**config.mk**
```make
export PLATFORM = sky130hd
export DESIGN_NAME = serial_pattern_tx
export DESIGN_NICKNAME = d
export VERILOG_FILES = /design/src/rtl/serial_tx_pkg.sv /design/src/rtl/tx_shreg.sv /design/src/rtl/serial_pattern_tx.sv
export SDC_FILE = /design/constraint.sdc
export NUM_CORES = 1
export LEC_CHECK = 0
export ABC_AREA = 0
export CAP_MARGIN = 10
export CORE_MARGIN = 1.5
export CORE_UTILIZATION = 35
export DETAILED_ROUTE_END_ITERATION = 12
export PLACE_DENSITY = 0.56
export SYNTH_ARGS = -nofsm -noshare
export SYNTH_HDL_FRONTEND = slang
export SYNTH_SLANG_ARGS = --single-unit
export TNS_END_PERCENT = 10
```
**constraint.sdc**
```tcl
create_clock -name clk -period 4.3 [get_ports clk]
set_input_delay 1.075 -clock clk [delete_from_list [all_inputs] [get_ports clk]]
set_output_delay 1.075 -clock clk [all_outputs]
set_load 0.03 [all_outputs]
```
**src/rtl/serial_tx_pkg.sv**
```systemverilog
// Shared definitions for the serial pattern transmitter: FSM states, the
// default idle level of the serial line and gap-counter sizing.
package serial_tx_pkg;

  typedef enum logic [1:0] {
    ST_IDLE  = 2'd0,
    ST_SHIFT = 2'd1,
    ST_GAP   = 2'd2
  } state_t;

  localparam logic IDLE_LVL_DEFAULT = 1'b0;

  // The gap counter holds the number of gap cycles still to come (max GAP_CYC-1).
  function automatic int gap_cnt_width(input int gap_cyc);
    return (gap_cyc > 2) ? $clog2(gap_cyc) : 1;
  endfunction

endpackage

```
**src/rtl/tx_shreg.sv**
```systemverilog
// Pattern store with a down-counting bit index. sel_bit/last describe the bit
// that the next step would put on the line; a step past index 0 reloads pat_len.
module tx_shreg #(
  parameter int WIDTH = 16,
  parameter int LEN_W = 4
) (
  input  logic             clk,
  input  logic             rst,
  input  logic             load,
  input  logic [WIDTH-1:0] data,
  input  logic [LEN_W-1:0] len,
  input  logic             step,
  output logic             sel_bit,
  output logic             last
);

  logic [WIDTH-1:0] data_reg;
  logic [LEN_W-1:0] len_reg;
  logic [LEN_W-1:0] idx_reg;

  logic [WIDTH-1:0] data_src;
  logic [LEN_W-1:0] len_src;
  logic [LEN_W-1:0] idx_src;

  // A load bypasses the shadow registers so the first bit leaves on the accept edge.
  always_comb begin
    data_src = load ? data : data_reg;
    len_src  = load ? len  : len_reg;
    idx_src  = load ? len  : idx_reg;
  end

  assign sel_bit = data_src[idx_src];
  assign last    = (idx_src == '0);

  always_ff @(posedge clk or posedge rst) begin
    if (rst) begin
      data_reg <= '0;
      len_reg  <= '0;
      idx_reg  <= '0;
    end else begin
      if (load) begin
        data_reg <= data;
        len_reg  <= len;
      end
      if (step) begin
        idx_reg <= last ? len_src : (idx_src - LEN_W'(1));
      end else if (load) begin
        idx_reg <= len;
      end
    end
  end

endmodule

```
**src/rtl/serial_pattern_tx.sv**
```systemverilog
// Serial stimulus transmitter: loads a parallel pattern over valid/ready and
// sends it MSB-first on a_out, with optional repeats separated by idle gaps.
module serial_pattern_tx
  import serial_tx_pkg::*;
#(
  parameter int   WIDTH    = 16,
  parameter int   LEN_W    = 4,
  parameter int   REP_W    = 4,
  parameter int   GAP_CYC  = 2,
  parameter logic IDLE_LVL = IDLE_LVL_DEFAULT
) (
  input  logic             clk,
  input  logic             rst,
  input  logic [WIDTH-1:0] pat_data,
  input  logic [LEN_W-1:0] pat_len,
  input  logic [REP_W-1:0] pat_rep,
  input  logic             pat_valid,
  output logic             pat_ready,
  input  logic             abort,
  output logic             a_out,
  output logic             a_valid,
  output logic             busy,
  output logic             done
);

  localparam int               GAP_W    = gap_cnt_width(GAP_CYC);
  localparam logic [GAP_W-1:0] GAP_LOAD = (GAP_CYC > 0) ? GAP_W'(GAP_CYC - 1) : '0;

  state_t           state_reg;
  logic [REP_W-1:0] rep_cnt_reg;
  logic [GAP_W-1:0] gap_cnt_reg;
  logic             last_reg;
  logic             a_out_reg;
  logic             a_valid_reg;
  logic             busy_reg;
  logic             done_reg;
  logic             pat_ready_reg;

  logic load;
  logic step;
  logic sel_bit;
  logic sel_last;

  // step means "a pattern bit goes on the line next cycle"; abort suppresses it.
  always_comb begin
    load = 1'b0;
    step = 1'b0;
    if (!abort) begin
      unique case (state_reg)
        ST_IDLE: begin
          load = pat_valid;
          step = pat_valid;
        end
        ST_SHIFT: step = !last_reg || ((rep_cnt_reg != '0) && (GAP_CYC == 0));
        ST_GAP:   step = (gap_cnt_reg == '0);
        default:  step = 1'b0;
      endcase
    end
  end

  tx_shreg #(
    .WIDTH(WIDTH),
    .LEN_W(LEN_W)
  ) u_shreg (
    .clk     (clk),
    .rst     (rst),
    .load    (load),
    .data    (pat_data),
    .len     (pat_len),
    .step    (step),
    .sel_bit (sel_bit),
    .last    (sel_last)
  );

  always_ff @(posedge clk or posedge rst) begin
    if (rst) begin
      state_reg     <= ST_IDLE;
      rep_cnt_reg   <= '0;
      gap_cnt_reg   <= '0;
      last_reg      <= 1'b0;
      a_out_reg     <= IDLE_LVL;
      a_valid_reg   <= 1'b0;
      busy_reg      <= 1'b0;
      done_reg      <= 1'b0;
      pat_ready_reg <= 1'b1;
    end else begin
      a_out_reg   <= step ? sel_bit : IDLE_LVL;
      a_valid_reg <= step;
      done_reg    <= 1'b0;
      if (step) begin
        last_reg <= sel_last;
      end
      if (abort && (state_reg != ST_IDLE)) begin
        state_reg     <= ST_IDLE;
        rep_cnt_reg   <= '0;
        gap_cnt_reg   <= '0;
        busy_reg      <= 1'b0;
        pat_ready_reg <= 1'b1;
      end else begin
        unique case (state_reg)
          ST_IDLE: begin
            if (load) begin
              state_reg     <= ST_SHIFT;
              rep_cnt_reg   <= pat_rep;
              busy_reg      <= 1'b1;
              pat_ready_reg <= 1'b0;
            end
          end
          ST_SHIFT: begin
            // last_reg marks that the bit now on the line closes a repetition.
            if (last_reg) begin
              if (rep_cnt_reg != '0) begin
                rep_cnt_reg <= rep_cnt_reg - REP_W'(1);
                gap_cnt_reg <= GAP_LOAD;
                state_reg   <= (GAP_CYC == 0) ? ST_SHIFT : ST_GAP;
              end else begin
                state_reg     <= ST_IDLE;
                busy_reg      <= 1'b0;
                pat_ready_reg <= 1'b1;
                done_reg      <= 1'b1;
              end
            end
          end
          ST_GAP: begin
            if (gap_cnt_reg != '0) begin
              gap_cnt_reg <= gap_cnt_reg - GAP_W'(1);
            end else begin
              state_reg <= ST_SHIFT;
            end
          end
          default: state_reg <= ST_IDLE;
        endcase
      end
    end
  end

  assign a_out     = a_out_reg;
  assign a_valid   = a_valid_reg;
  assign busy      = busy_reg;
  assign done      = done_reg;
  assign pat_ready = pat_ready_reg;

endmodule
```
-- Word level (Yosys, flattened, before mapping)
Cells that the tools add are included.
- register bits: 37
- word-level logic and storage cells: 78
- add/sub/neg operators: 3
- order comparisons: 1
- equal/unequal tests: 7
- multiplexer cells: 42
- bitwise logic cells: 1
- reduce and logical (&&, ||, !) cells: 12
- operator list (kind ; number):
    $mux W4 ; 8
    $mux W1 ; 21
    $mux W16 ; 1
    $ne A3 B3 Y1 const B ; 4
    $mux W2 ; 5
    $pmux W4 S2 ; 1
    $reduce_and A4 Y1 ; 2
    $sub A4 B1 Y4 const B ; 2
    $pmux W1 S2 ; 3
    $pmux W2 S3 ; 1
    $reduce_and A3 Y1 ; 2
    $reduce_bool A3 Y1 ; 2
    $lt A4 B5 Y1 const B ; 1
    $bmux W1 S4 ; 1
    $logic_not A4 Y1 ; 1
    $reduce_bool A4 Y1 ; 1
    $ne A3 B2 Y1 const B ; 1
    $pmux W1 S3 ; 1
    $eq A2 B1 Y1 const B ; 1
    $eq A2 B2 Y1 const B ; 1
    $logic_not A2 Y1 ; 1
    $reduce_bool A2 Y1 ; 1
    $logic_and A1 B1 Y1 ; 1
    $logic_not A1 Y1 ; 1
    2 further kinds ; 2

-- Logic depth before layout (Yosys ltp)
Gate-level depths: netlist (run 1).
- depth in word-level cells: 7
- depth in mapped cells: 9

-- By module
A second synthesis (run 1) with hierarchy kept.
- cell total of the unflattened synthesis: 158
- area total of the unflattened synthesis: 2023.2 µm²
- modules (own cells, without submodules) (module ; times used ; cells each ; area an instance (µm²) ; sequential area each (µm²)):
    tx_shreg ; 1 ; 86 ; 1295.0 ; 600.6
    serial_pattern_tx ; 1 ; 72 ; 728.2 ; 326.6

-- Least setup slack after synthesis (run 1)
No wires, ideal clock.
- path kind: input -> register
- start point: in abort
- end point: reg u_shreg.idx_reg[2]
- setup time: 0.125 ns
- arrival time: 2.723 ns
- data required time: 4.175 ns
- setup slack: 1.453 ns
- cell stages on the path: 8
- buffers on the path: 2
- path through: buf_6 -> nor4b_4 -> buf_6 -> mux2i_2 -> ha_1 -> inv_1 -> nor2_1 -> mux2_2
- longest elaborated chain between the ends: 5
- elaborated cells on any way between the ends: 8
- ends and longest elaborated chain (what ; line ; source):
    from (decl) ; serial_pattern_tx.sv:19 ; input logic abort,
    $mux W1 ; serial_pattern_tx.sv:48 ; if (!abort) begin
    $mux W4 ; tx_shreg.sv:29 ; idx_src = load ? len : idx_reg;
    $sub A4 B1 Y4 / $logic_not A4 Y1 (equally long branches) ; tx_shreg.sv:46, tx_shreg.sv:33 ;
    $mux W4 ; tx_shreg.sv:46 ; idx_reg <= last ? len_src : (idx_src - LEN_W'(1));
    $mux W4 (*) ; tx_shreg.sv:45 ; if (step) begin
    to (signal assigned) ; tx_shreg.sv:46 ;
    to (signal assigned) ; tx_shreg.sv:48 ; idx_reg <= len;
    to (decl) ; tx_shreg.sv:19 ; logic [LEN_W-1:0] idx_reg;
Every way passes the cells marked *; elsewhere a longest branch is shown, timed or not.
A chain may end at the register's enable or synchronous reset.

-- Worst setup path in the final report (run 1)
Ends and elaborated chain as after synthesis.

==> results of run 1 <==
## cell families after synthesis
| logic type | Yosys count | synth area share, % |
|---|---|---|
| multiplexers | 42 | 28.0 |
| flip-flops | 37 | 46.7 |
| AND/OR/NAND/NOR | 35 | 10.5 |
| AO/OA/AOI/OAI | 26 | 8.25 |
| buffers and inverters | 19 | 4.66 |
| adder cells (fa/ha/maj) | 3 | 1.89 |
## layout make-up
class	instances	area share (%)
clock buffers	8	3.28
flip-flops and latches	37	38.0
well taps	72	3.69
repair buffers	34	13.7
inverters	11	1.69
multi-input cells	106	39.6
## how the worst max path moves through the flow
stage / startpoint / end / slack, ns / depth (start not counted)
final: abort / u_shreg.idx_reg[2] / 0.94 / 8
after detailed placement: abort / u_shreg.idx_reg[2] / 0.65 / 8
after CTS: abort / u_shreg.idx_reg[2] / 0.96 / 8
after global placement: abort / u_shreg.idx_reg[2] / 0.76 / 8
after floorplan: abort / u_shreg.idx_reg[2] / 1.45 / 8
after global routing: abort / u_shreg.idx_reg[0] / 0.76 / 8
## worst min-delay path: stages (launching register included)
cell and delay [ns]:
dfstp_2 0.37, inv_1 0.04, a21oi_1 0.05
## cell usage after synthesis, types with 2 or more instances
library cell / number
dfrtp_1: 36
mux2_2: 22
inv_1: 11
mux2i_1: 10
mux4_2: 8
a21oi_1: 7
nand2_1: 7
nor2_1: 7
o21ai_0: 7
nand2b_1: 4
nor3b_1: 4
o31ai_1: 4
buf_2: 3
ha_1: 3
a311oi_1: 2
and3_1: 2
buf_6: 2
clkbuf_2: 2
nand3_1: 2
nor4_1: 2
## routing by layer
metal / GRT usage, % / share of wire (%)
met3: 3.95 / 4.7
met5: 0 / 0
met4: 4.82 / 1.4
met2: 25.2 / 51
met1: 17.8 / 43
## through the flow
step	setup slack [ns]	instances
floorplan	1.45	162
global placement	0.759	260
detailed placement	0.652	260
CTS	0.956	268
global route	0.758	268
finish	0.944	268
## report_power, final
part	internal, W	switching (W)	total [W]
clock	0.000115	0.000114	0.000230
sequential	0.000459	0.0000868	0.000545
combinational	0.000255	0.000219	0.000474
total	0.000829	0.000420	0.00125
==> out/results.env, run 1 <==
POSTSYNTHREGISTERBITS=37
SYNTH.TOP_CELLS.BY_AREA='dfrtp_1 45%, mux2_2 12%, mux4_2 9.1%, mux2i_1 5.0%, inv_1 2.1%'
NUMPORTBUFFERS=32
VIAS=1368
DIE_WIDTH_UM=78.3
GRT_MAX_DEGREE=38
GLOBALROUTETOTALUTIL_PCT=14.7
POST_CTS.REPAIR.SETUP_BUFFERS=0
SYNTH_CELL_TYPE_COUNT=37
FP.DIEH_UM=78.3
MAX_CAP_VIOL_COUNT=0
RUN_STATUS='completed'
POST_CTS_RESIZED=0
ANT_NETS=0
WORST_SLEW_MARGIN_REL_PCT=62.3
CLOCK_SINKS=37
MAPPEDNETLISTAREA_UM2=1990
POST_DP_CELL_AREA_UM2=2360
LAYOUT_COMMON_CELLS='36 x dfrtp_1, 32 x clkdlybuf4s50_1, 22 x mux2_2'
IO-PIN-COUNT=33
HOLD_PATH_DEPTH=2
CRITICAL-PATH-MAX-STAGE-DELAY_NS=0.58
POST_SYNTH_INST_COUNT=162
LARGEST_VOLTAGE_DROP_ON_THE_VDD_NET_mV=0.164
POST-SYNTH-TOP-AREA-FRACTION_PCT=45.4
FINAL_CORE_UTIL_PCT=44.3
CLOCKBUFFERDEPTH=2
CRIT_FANOUT=31
CRITPATHREQUIREDTIME_NS=4.47
DESIGN.FINAL.NETS=226
CPLARGESTDELAYFAMILY='buffers and inverters'
SUM_OF_INTERNAL_SWITCHING_AND_LEAKAGE_POWER_W=0.00125
POST_SYNTH.CELL_AREA_AVG_UM2=12.3
POSTSYNTH.ASYNCRESETSHARE_PCT=100
HTREE_LEVELS=2
TIMING.FINAL.SETUP_VIOLATIONS=0
SYNTH_TOP_AREA_CELL='dfrtp_1'
SYNTH-MAIN-FF-CELL='dfrtp_1'
DP.FINAL_HPWL_UM=2980
FINAL_CELL_AREA_UM2=2440
POWER_PER_CELL_AREA_nW_PER_UM2=512
CTS.CLK_SLEW.WORST_PATHS_NS=0.07
START_KIND='input pin'
FINAL_MAX_SLEW_VIOL_COUNT=0
CTS_TREE='built'
PLACEMENTROWS=27
DIODES=0
GRT-OVFL-TOTAL=0
REG2REG_PATH_DEPTH=7
SYN_NETS=193
CRITPATHSLOWESTCELL='clkdlybuf4s50_1'
SETUP-TNS-FINAL_NS=0
CTSROOTBUFFERMASTER='clkbuf_8'
WORST_EP_ARRIVAL_TIME_NS=3.53
DRT_DRC_VIOLATIONS_LEFT=0
INITIAL_UTILIZATION_PCT=36.1
DRT_FIRST_PASS_ITERS=4
FIRST_GLOBAL_VIAS=1395
SETUP.WORST_PATH.CLASS='in2reg'
CLK-INSERTION-DELAY-LATE_NS=0.29
HOLD_PATH.CLASS='reg2reg'
LAYOUT.CELLS.MOST_COMMON='dfrtp_1'
POST_ROUTE_CELLS_DRIVE_ABOVE_1_SHARE_PCT=21.4
AREA_USED_BY_MULTI_INPUT_COMBINATIONAL_LOGIC_UM2=966
CP-END-KIND='flop'
TRITONCTS.NUM_BUFFERS=5
DR.FIRST_ITER.DRC_COUNT=59
REGTOREGSETUPSLACK_NS=1.91
FINALWORSTPATHREQUIREDPERIOD_NS=3.36
CORE_REGION_AREA_UM2=5510
GRT_FIRST_PASS_WIRELENGTH_UM=6760
ANTENNA_FOUND_INITIAL=0
MAX_FREQ_GHz=0.298
LEAKAGE_nW=1.01
REPORT.FINAL.HOLD_VIOL_COUNT=0
SEQ_AREA_FRAC_SYNTH_PCT=46.7
POSTCTSHOLDBUFS=0
AREAGROWTHSYNTHTOFINISH_PCT=22.9
YS_WARN_COUNT=0
CRIT_CHAIN='clkdlybuf4s50_1, nor4b_4, buf_4, mux2i_2, ha_1, inv_1, nor2_1, mux2_2'
SETUP_REPAIR_AFTER_GLOBAL_ROUTING_MISSED_ITS_MARGIN='no'
TIMING.RR.START='state_reg[0]'
FINAL.PERIOD_UTILIZATION_PCT=78.0
HP-START='pat_ready'
AREA_TAKEN_BY_FLIP_FLOPS_AND_LATCHES_UM2=927
SYNTH_ENABLE_FLOP_CELLS=0
WORST_HOLD_PATH.ENDPOINT='pat_ready'
VIASPERCELL=5.10
FINALWEIGHTEDCONGESTION=0.736
TIMING.HOLD.WS_NS=0.464
ROUTE.DETAILED.WL_PER_INST_UM=15.2
FINALCLOCKSKEW_NS=0.00448
CRIT_BUF_INV=3
TOTAL_WIRELENGTH_UM=4080
FILL_CELL_TOTAL_OF_THE_FINISHED_LAYOUT=513
WORSTMARGINPINSLEW_NS=0.562
REG_TO_REG_CRITICAL_PATH_ENDPOINT='u_shreg.idx_reg[2]'
DIE-AREA_UM2=6130
MAX_REG_FLOPS=16
No activity file was read; power rests on OpenSTA's default activity.
==> run 2: changes to the inputs <==
Settings changed: PLACE_DENSITY 0.56 to 0.59.
Clock period 4.3 ns to 2.9 ns, I/O delays scaled along.
==> out/results.env, run 2 (synthesis results as in run 1) <==
FINAL_MAX_SLEW_VIOL_COUNT=0  # unchanged
POST_CTS.REPAIR.SETUP_BUFFERS=0  # unchanged
WORST_SLEW_MARGIN_REL_PCT=61.6  # -0.66 points
TOTAL_WIRELENGTH_UM=4070  # -0.24%
GRT_MAX_DEGREE=38  # unchanged
HTREE_LEVELS=2  # unchanged
GRT_FIRST_PASS_WIRELENGTH_UM=7000  # +3.5%
LAYOUT_COMMON_CELLS='36 x dfrtp_1, 32 x clkdlybuf4s50_1, 22 x mux2_2'
AREA_USED_BY_MULTI_INPUT_COMBINATIONAL_LOGIC_UM2=966  # unchanged
POST_DP_CELL_AREA_UM2=2420  # +2.8%
AREAGROWTHSYNTHTOFINISH_PCT=27.2
LEAKAGE_nW=1.06  # +5.2%
CRITPATHREQUIREDTIME_NS=3.08  # -1.39 ns
REPORT.FINAL.HOLD_VIOL_COUNT=0  # unchanged
HOLD_PATH.CLASS='reg2reg'
GRT-OVFL-TOTAL=0  # unchanged
WORST_EP_ARRIVAL_TIME_NS=2.70  # -0.83 ns
CP-END-KIND='flop'
WORSTMARGINPINSLEW_NS=0.572  # +0.00981 ns
SETUP_REPAIR_AFTER_GLOBAL_ROUTING_MISSED_ITS_MARGIN='no'
GLOBALROUTETOTALUTIL_PCT=14.6  # -0.029 points
DRT_DRC_VIOLATIONS_LEFT=0  # unchanged
FP.DIEH_UM=78.3  # unchanged
DP.FINAL_HPWL_UM=3050  # +2.3%
CLOCKBUFFERDEPTH=2  # unchanged
VIAS=1409  # +3.0%
FINAL_CORE_UTIL_PCT=45.9  # +1.6 points
POWER_PER_CELL_AREA_nW_PER_UM2=772  # +51%
TIMING.FINAL.SETUP_VIOLATIONS=0  # unchanged
DIE-AREA_UM2=6130  # unchanged
AREA_TAKEN_BY_FLIP_FLOPS_AND_LATCHES_UM2=927  # unchanged
DIE_WIDTH_UM=78.3  # unchanged
CPLARGESTDELAYFAMILY='buffers and inverters'
MAX_CAP_VIOL_COUNT=0  # unchanged
MAX_FREQ_GHz=0.396
CRITICAL-PATH-MAX-STAGE-DELAY_NS=0.46  # -0.12 ns
VIASPERCELL=5.12  # +0.38%
DESIGN.FINAL.NETS=233  # +3.1%
SETUP-TNS-FINAL_NS=0  # unchanged
CORE_REGION_AREA_UM2=5510  # unchanged
MAX_REG_FLOPS=16  # unchanged
ROUTE.DETAILED.WL_PER_INST_UM=14.8  # -2.8%
ANTENNA_FOUND_INITIAL=0  # unchanged
CTSROOTBUFFERMASTER='clkbuf_8'
CTS_TREE='built'
SETUP.WORST_PATH.CLASS='in2reg'
LARGEST_VOLTAGE_DROP_ON_THE_VDD_NET_mV=0.321  # +96%
LAYOUT.CELLS.MOST_COMMON='dfrtp_1'
DR.FIRST_ITER.DRC_COUNT=58  # -1.7%
FINALWEIGHTEDCONGESTION=0.839  # +14%
PLACEMENTROWS=27  # unchanged
NUMPORTBUFFERS=32  # unchanged
POST_ROUTE_CELLS_DRIVE_ABOVE_1_SHARE_PCT=25.6  # +4.2 points
CRITPATHSLOWESTCELL='clkdlybuf4s50_1'
TIMING.HOLD.WS_NS=0.478  # +0.0143 ns
INITIAL_UTILIZATION_PCT=36.1  # unchanged
FINALCLOCKSKEW_NS=0.00342  # -0.00106 ns
FINALWORSTPATHREQUIREDPERIOD_NS=2.53
RUN_STATUS='completed'
CLOCK_SINKS=37  # unchanged
POSTCTSHOLDBUFS=0  # unchanged
DRT_FIRST_PASS_ITERS=4  # unchanged
ANT_NETS=0  # unchanged
FIRST_GLOBAL_VIAS=1520  # +9.0%
CLK-INSERTION-DELAY-LATE_NS=0.29  # about the same
TRITONCTS.NUM_BUFFERS=5  # unchanged
POST_CTS_RESIZED=0  # unchanged
SUM_OF_INTERNAL_SWITCHING_AND_LEAKAGE_POWER_W=0.00195  # +56%
CRIT_BUF_INV=3  # unchanged
FILL_CELL_TOTAL_OF_THE_FINISHED_LAYOUT=509  # -0.78%
FINAL_CELL_AREA_UM2=2530  # +3.5%
DIODES=0  # unchanged
IO-PIN-COUNT=33  # unchanged
CRIT_CHAIN='clkdlybuf4s50_1, nor4b_4, buf_4, mux2i_1, ha_1, inv_1, nor2_1, mux2_2'
CTS.CLK_SLEW.WORST_PATHS_NS=0.07  # about the same
START_KIND='input pin'
FINAL.PERIOD_UTILIZATION_PCT=87.1
CRIT_FANOUT=5  # -84%
[run 2: layer usage]
| layer | up-vias | part of all wire [%] | GRT usage, % |
|---|---|---|---|
| li1 | 669 | - | - |
| met1 | 700 | 44 | 17.8 |
| met2 | 34 | 51 | 26.3 |
| met3 | 6 | 4.1 | 3.49 |
| met4 | 0 | 0.96 | 3.21 |
| met5 | - | 0 | 0 |
[run 2: final cells by class]
type                       count  share of cell area (%)
tap                           72                    3.57
timing repair buffer          41                    15.8
clock inverter                 1                   0.198
multi-input combinational    106                    38.2
sequential                    37                    36.7
clock buffer                   7                    3.81
inverter                      11                    1.63
[run 2: through the flow]
stage	worst slack [ns]	instances
2_1_floorplan	0.403	162
3_3_place_gp	0.144	267
3_5_place_dp	0.114	267
4_1_cts	0.389	275
5_1_grt	0.271	275
6_report	0.375	275
[run 2: worst min-delay path, cell delays in order (launching register included)]
cell and delay [ns]:
dfstp_2 0.37, inv_1 0.05, a21oi_1 0.06
[run 2: power by group]
group | internal [W] | switching [W]
sequential | 0.000680 | 0.000124
clock | 0.000215 | 0.000179
combinational | 0.000409 | 0.000343
[run 2: final timing paths]
path | startpoint | endpoint | slack [ns] | depth (start not counted)
max reg2reg | state_reg[0] | u_shreg.idx_reg[2] | 0.82 | 7
min in group asynchronous | rst | rep_cnt_reg[1] | 0.85 | 3
min | pat_ready | pat_ready | 0.48 | 2
max in group asynchronous | rst | pat_ready | 1.71 | 3
max | abort | u_shreg.idx_reg[2] | 0.37 | 8
min reg2reg | pat_ready | pat_ready | 0.48 | 2
